### src/rtl/cirno9_mem_arb.sv
// cirno9_mem_arb
//   N-channel memory-port arbiter. CH val/rdy request channels are serialised
//   onto one SRAM-style port. The winning request is registered at grant.
//   Read data and the completion pulse are routed back to the granted channel.
//
//   Configuration macro CIRNO9_ARB_RR_EN:
//     defined   -> round-robin arbitration starting at a rotating pointer
//     undefined -> fixed priority, lowest channel index wins (no pointer flop)
//
//   Ports:
//     clk, rst_n          clock (rising edge), asynchronous active-low reset
//     i_req_val[CH]       per-channel request valid
//     o_req_rdy[CH]       per-channel completion (transfer on val & rdy)
//     i_req_adr/wdat/wen/ren  packed per-channel request fields
//     o_rdat              read data, zero unless some rdy bit is high
//     o_mem_*             memory port, strobes only active while BUSY
//     i_mem_rdy/i_mem_rdat  memory completion and read data
module cirno9_mem_arb #(
    parameter int  CH = 3,
    parameter int  AW = 32,
    parameter int  DW = 32,
    localparam int WB = DW / 8
) (
    input  logic               clk,
    input  logic               rst_n,
    input  logic [CH-1:0]      i_req_val,
    output logic [CH-1:0]      o_req_rdy,
    input  logic [CH*AW-1:0]   i_req_adr,
    input  logic [CH*DW-1:0]   i_req_wdat,
    input  logic [CH*WB-1:0]   i_req_wen,
    input  logic [CH-1:0]      i_req_ren,
    output logic [DW-1:0]      o_rdat,
    output logic               o_mem_ren,
    output logic [WB-1:0]      o_mem_wen,
    output logic [AW-1:0]      o_mem_adr,
    output logic [DW-1:0]      o_mem_wdat,
    input  logic               i_mem_rdy,
    input  logic [DW-1:0]      i_mem_rdat
);

    localparam int GW = (CH > 1) ? $clog2(CH) : 1;

    typedef enum logic {
        IDLE = 1'b0,
        BUSY = 1'b1
    } state_t;

    state_t          state_q, state_d;
    logic [GW-1:0]   grant_q, grant_d;
    logic [AW-1:0]   adr_q,   adr_d;
    logic [DW-1:0]   wdat_q,  wdat_d;
    logic [WB-1:0]   wen_q,   wen_d;
    logic            ren_q,   ren_d;

    // Unpacked views of the per-channel request fields.
    logic [AW-1:0]   req_adr  [CH];
    logic [DW-1:0]   req_wdat [CH];
    logic [WB-1:0]   req_wen  [CH];

    genvar gi;
    generate
        for (gi = 0; gi < CH; gi++) begin : g_unpack
            assign req_adr[gi]  = i_req_adr[gi*AW +: AW];
            assign req_wdat[gi] = i_req_wdat[gi*DW +: DW];
            assign req_wen[gi]  = i_req_wen[gi*WB +: WB];
        end
    endgenerate

    // Search start: rotating pointer in round-robin mode, channel 0 otherwise.
    logic [GW-1:0] base;
`ifdef CIRNO9_ARB_RR_EN
    logic [GW-1:0] ptr_q, ptr_d;
    assign base = ptr_q;
`else
    assign base = '0;
`endif

    // Scan offsets from high to low so the requester closest to base wins.
    logic [GW-1:0] pick;
    logic [GW:0]   idx_sum;
    logic [GW-1:0] idx;
    always_comb begin
        pick    = '0;
        idx_sum = '0;
        idx     = '0;
        for (int k = CH - 1; k >= 0; k--) begin
            idx_sum = {1'b0, base} + (GW+1)'(k);
            if (idx_sum >= (GW+1)'(CH)) begin
                idx_sum = idx_sum - (GW+1)'(CH);
            end
            idx = idx_sum[GW-1:0];
            if (i_req_val[idx]) begin
                pick = idx;
            end
        end
    end

    always_comb begin
        state_d = state_q;
        grant_d = grant_q;
        adr_d   = adr_q;
        wdat_d  = wdat_q;
        wen_d   = wen_q;
        ren_d   = ren_q;
`ifdef CIRNO9_ARB_RR_EN
        ptr_d   = ptr_q;
`endif
        case (state_q)
            IDLE: begin
                if (|i_req_val) begin
                    grant_d = pick;
                    adr_d   = req_adr[pick];
                    wdat_d  = req_wdat[pick];
                    wen_d   = req_wen[pick];
                    ren_d   = i_req_ren[pick];
                    state_d = BUSY;
`ifdef CIRNO9_ARB_RR_EN
                    ptr_d   = (pick == GW'(CH - 1)) ? '0 : pick + GW'(1);
`endif
                end
            end
            BUSY: begin
                if (i_mem_rdy) begin
                    state_d = IDLE;
                end
            end
            default: state_d = IDLE;
        endcase
    end

    always_ff @(posedge clk or negedge rst_n) begin
        if (!rst_n) begin
            state_q <= IDLE;
            grant_q <= '0;
            adr_q   <= '0;
            wdat_q  <= '0;
            wen_q   <= '0;
            ren_q   <= 1'b0;
`ifdef CIRNO9_ARB_RR_EN
            ptr_q   <= '0;
`endif
        end else begin
            state_q <= state_d;
            grant_q <= grant_d;
            adr_q   <= adr_d;
            wdat_q  <= wdat_d;
            wen_q   <= wen_d;
            ren_q   <= ren_d;
`ifdef CIRNO9_ARB_RR_EN
            ptr_q   <= ptr_d;
`endif
        end
    end

    logic busy;
    logic done;
    assign busy = (state_q == BUSY);
    assign done = busy & i_mem_rdy;

    // Address/data follow the registered request; only the strobes are gated.
    assign o_mem_ren  = busy & ren_q;
    assign o_mem_wen  = busy ? wen_q : '0;
    assign o_mem_adr  = adr_q;
    assign o_mem_wdat = wdat_q;
    assign o_rdat     = done ? i_mem_rdat : '0;

    generate
        for (gi = 0; gi < CH; gi++) begin : g_rdy
            assign o_req_rdy[gi] = done && (grant_q == GW'(gi));
        end
    endgenerate

endmodule

### config.mk
export PLATFORM = sky130hd
export DESIGN_NAME = cirno9_mem_arb
export DESIGN_NICKNAME = d
export VERILOG_FILES = /design/src/rtl/cirno9_mem_arb.sv
export SDC_FILE = /design/constraint.sdc
export NUM_CORES = 1
export LEC_CHECK = 0
export BUFFER_PORTS_ARGS = -buffer_cell sky130_fd_sc_hd__buf_2
export CAP_MARGIN = 10
export CORE_MARGIN = 8
export CORE_UTILIZATION = 29
export DETAILED_ROUTE_END_ITERATION = 6
export PLACE_DENSITY = 0.58
export SYNTH_ARGS = -nofsm -noshare
export SYNTH_HDL_FRONTEND = slang
export SYNTH_SLANG_ARGS = --single-unit
### constraint.sdc
create_clock -name clk -period 1.9 [get_ports clk]
set_clock_uncertainty 0.1 [all_clocks]
set_input_delay 0.19 -clock clk [delete_from_list [all_inputs] [get_ports clk]]
set_output_delay 0.19 -clock clk [all_outputs]
set_load 0.01 [all_outputs]
# After elaboration in Yosys (flattened, before gate mapping)
# Cells that the tools add are included.
# W data, S select, Z words.
# word_totals
register_bits	72
wordCells	39
# op_classes
n_mux	19
bitwise	4
magnitude_cmp	2
reduce_logical	6
n_eq_ne	2
# ops
op	count
$mux W32	5
$bmux W32 S2	2
$mux W4	3
$bmux W4 S2	1
$mux W2	3
$ge A3 B3 Y1 const B	1
$logic_and A1 B1 Y1	3
$lt A2 B3 Y1 const B	1
$mux W1	3
$not A2 Y3	1
$reduce_or A3 Y1	1
$and A1 B1 Y1	2
$bmux W1 S2	1
$eq A2 B1 Y1 const B	1
$eq A2 B2 Y1 const B	1
$logic_not A2 Y1	1
$pmux W1 S2	1
$reduce_and A2 Y1	1
$not A1 Y1	1

# Longest topological paths before layout
# logic_depth
depth_word	7
mapped_depth	7
mapped_depth_nobuf	3

# Worst setup path after synthesis
# No wires, ideal clock.
# synth_timing
path_kind	reg-to-output
startpoint	register state_q (netlist: busy)
endpoint	output port o_req_rdy[1]
path_slack_ps	439
arrival_time_ps	1171
path_stages_with_launch	5
required_ps	1610
path_buffers	2
path_cell_list	dfrtp_1 > buf_2 > clkbuf_1 > nand2_1 > nor3b_1
# synth_via
elab_chain_len	2
# synth_lines
element	line_no	rtl
from (decl)	48	state_t state_q, state_d;
from (signal assigned)	143	state_q <= state_d;
$and A1 B1 Y1	158	assign done = busy & i_mem_rdy;
$logic_and A1 B1 Y1	169	assign o_req_rdy[gi] = done && (grant_q == GW'(gi));
to (decl)	27	output logic [CH-1:0] o_req_rdy,
# No other way between the ends.

# Final worst setup path
# layout_timing
startpoint	register state_q (netlist: busy)
endpoint	output port o_rdat[20]
# layout_via
elab_chain_len	2
# layout_lines
element	line_no	rtl
$and A1 B1 Y1	158	
$mux W32	165	assign o_rdat = done ? i_mem_rdat : '0;
to (decl)	32	output logic [DW-1:0] o_rdat,
# No other way between the ends.

==> run_results.csv <==
group,metric,value,unit
outcome,outcome,"finished, final reports clean",
clocking,clk_latency,330,ps
clocking,cts_max_path_buffers,2,
power,p_sw_share,32.8,%
setup_path,arrival,1410,ps
global_routing,grtUsageTotal,18.2,%
placed_design,io_buffers,348,
detailed_routing,drt_iter0_drc,345,
timing,rsz0062_at_grt,"false",
global_routing,grt_pass1_wl,31900,um
detailed_routing,wl_per_cell,17.9,um
power,p_sw,0.00177,W
timing,final.period_utilization,89.3,%
power,pwr-share-seq,37.0,%
detailed_routing,ant_nets,0,
logic_synthesis,synth-compound-area-share,26.1,%
global_routing,grt_max_degree,74,
power,power.leakage,3.62,nW
hold_path,min_path_cells,3,
logic_synthesis,yosys.area_share.simple,31.3,%
logic_synthesis,synthMuxAreaShare,0,%
hold_path,holdCritStartpoint,"i_req_wdat[20]",
timing,worst_slew_pin_slew,555,ps
logic_synthesis,syn_inst,608,
clocking,cts_buffers,9,
finish,syn_to_final_growth,44.5,%
setup_path,reg2reg_depth,4,
logic_synthesis,seq_area_frac_synth,35.8,%
die,die_x,148,um
logic_synthesis,synthAdderAreaFrac,0,%
die,die-area,0.0218,mm^2
setup_path,r2r_start,"busy",
logic_synthesis,synth_largest_area_cell,"dfrtp_1",
logic_synthesis,post_synth.cell_area_avg,8.28,um^2
finish,fin_area,0.00727,mm^2
logic_synthesis,synth.area.top_cells,"dfrtp_1 36%, or3b_1 11%, o31ai_1 9.0%",
die,num_rows,48,
clocking,clkSinkCount,72,
detailed_routing,first_pass_iters,6,
logic_synthesis,synth_area,0.00503,mm^2
placed_design,gp_congestion,0.822,
finish,finish.utilization,42.5,%
detailed_routing,via_per_inst,4.89,
finish,nets,1165,
global_routing,grt_overflow,0,
die,io_pins,349,
logic_synthesis,yosys.area_share.xor_xnor,0,%
clocking,path_clk_slew,60,ps
detailed_routing,drc,0,
timing,min_period,1700,ps
die,core,0.0171,mm^2
logic_synthesis,yosys_warnings,0,
timing,final_max_slew_viol_count,0,
timing,finalWorstSetupSlack,203,ps
placed_design,placement.cell_area,0.00697,mm^2
logic_synthesis,yosysUniqueCellTypes,31,
power,clkPwrFrac,30.2,%
timing,finalSetupTns,0,ps
logic_synthesis,synth_fp_nets,853,
logic_synthesis,ys_ff_latch,72,
placed_design,place_ws,303,ps
finish,drive_above_1_share,43.0,%
setup_path,crit_required,1610,ps
die,initial_utilization,29.4,%
setup_path,crit_start,"busy",
placed_design,place_hpwl,15800,um
setup_path,worst_setup_path_end_kind,"primary output",
hold_path,hold_class,"primary input to register",
logic_synthesis,synth_top_family_by_area,"simple AND/OR/NAND/NOR gates",
detailed_routing,vias,5634,
setup_path,path_max_fanout,35,
logic_synthesis,synth_top_cell_area_share,35.8,%
finish,fillers,1753,
timing,fmax,0.589,GHz
job,max_cap_viol_count,0,
detailed_routing,drt_wl_total,20600,um
timing,hold_violations,0,
global_routing,grt_pass1_vias,5704,
power,combPwrFrac,32.8,%
setup_path,worstSetupPathType,"register to primary output",
power,p_int,0.00364,W
clocking,cts_tree,"yes",
setup_path,cp-start-kind,"register",
die,die_y,148,um
power,ir_drop,386,uV
global_routing,antenna_found_initial,1,
timing,slew_headroom,63.0,%
power,power.density,744,mW/mm^2
clocking,htreeDepth,3,
clocking,cts-root-buf,"clkbuf_16",
timing,setup_viol,0,
clocking,ctsResizeCount,0,
-- power groups by stage --
stage               Combinational [W]  Clock, W  Sequential [W]
finish                        0.00177   0.00163         0.00200
floorplan                    0.000781         0         0.00215
global placement              0.00179         0         0.00202
CTS                           0.00181   0.00169         0.00201
global route                  0.00195   0.00176         0.00204
detailed placement            0.00180         0         0.00203
-- path summary, 6_finish.rpt --
check                                 end  slack, ps
setup / recovery               o_rdat[20]        200
hold / removal             o_mem_wdat[20]         40
setup reg to reg            o_mem_wdat[3]        520
hold reg to reg            o_mem_wdat[22]        390
max in group asynchronous   o_mem_wdat[5]        820
min in group asynchronous    o_mem_adr[0]        290
-- registers in the layout, indices dropped and copies added (netlist names) --
signal,flops
busy,1
grant_q,2
o_mem_adr,32
o_mem_wdat,32
ren_q,1
wen_q,4
-- metal layers --
layer / GRT usage (%) / share of wire [%] / vias to the layer above
met1: 22.8 / 43 / 2609
li1: - / - / 2790
met4: 5.15 / 1.0 / 0
met2: 29.3 / 48 / 221
met3: 6.05 / 8.6 / 14
met5: 0 / 0 / -
-- area by class of cell --
cell class                      count  area (um^2)  share of cell area [%]
Clock inverter                      3         15.0                   0.207
Timing Repair Buffer              369         1990                    27.4
Sequential cell                    72         1800                    24.8
Clock buffer                       13          270                    3.72
Antenna cell                        1         2.50                  0.0344
Multi-Input combinational cell    465         2890                    39.8
Tap cell                          225          282                    3.87
Inverter                            3         11.3                   0.155
-- through the flow --
stage | std cells | hold slack (ps) | total power (W)
5_1_grt | 1151 | 38.0 | 0.00576
2_1_floorplan | 608 | -206 | 0.00293
3_5_place_dp | 1133 | 118 | 0.00383
4_1_cts | 1150 | 27.8 | 0.00550
3_3_place_gp | 1133 | 114 | 0.00382
6_report | 1151 | 44.4 | 0.00541
-- synthesized netlist by cell type --
master	count
a22o_1	1
a22oi_1	1
o21ai_0	68
nand2b_1	68
or3b_1	66
and3_1	32
nor2_1	69
nand2_1	2
o21ai_1	1
clkbuf_1	31
and2_1	5
a2111oi_1	1
dfrtp_1	72
o21bai_1	1
or2_4	1
a21oi_1	70
clkbuf_2	1
buf_1	6
or3b_2	2
buf_2	22
o21ba_2	1
nor3_1	1
a21boi_0	1
nor3b_1	4
buf_6	5
nor3_2	1
buf_4	3
o21ai_4	1
o31ai_1	60
o31ai_2	8
inv_1	3
-- worst max-delay path, cell delays in order, from the launching register on --
cell and delay [ps]:
dfrtp_2 390, buf_4 310, and3_1 210, buf_2 150
-- logic make-up after synthesis --
kind of cell | Yosys count
and+or+nand+nor | 251
AOI/OAI and AO/OA | 214
DFF | 72
buffers and inverters | 71
-- cell usage in the layout (no fill, tap or decap) --
cell and instances:
inv_1 3, buf_2 346, or3b_2 2, nor2_1 69, buf_12 7, clkinv_2 3
clkbuf_8 3, nand2_1 2, clkbuf_1 1, o31ai_1 60, nor3b_1 4, o21ai_4 1
nand2b_1 68, dfrtp_1 71, and2_1 5, a22oi_1 1, diode_2 1, dlygate4sd3_1 1
o21ai_1 1, nor3_1 1, o21ba_2 1, nor3_4 1, a21oi_1 70, a21boi_0 1
a22o_1 1, clkbuf_16 9, dfrtp_2 1, o21bai_1 1, o21ai_0 68, and3_1 32
buf_4 15, or3b_1 66, o31ai_2 8, or2_4 1, a2111oi_1 1
-- timing repair --
item	CTS	global route
hold endpoints to repair	36	0
buffers inserted	0	0
hold buffers	1	0
Power figures use the tool's default switching activity.
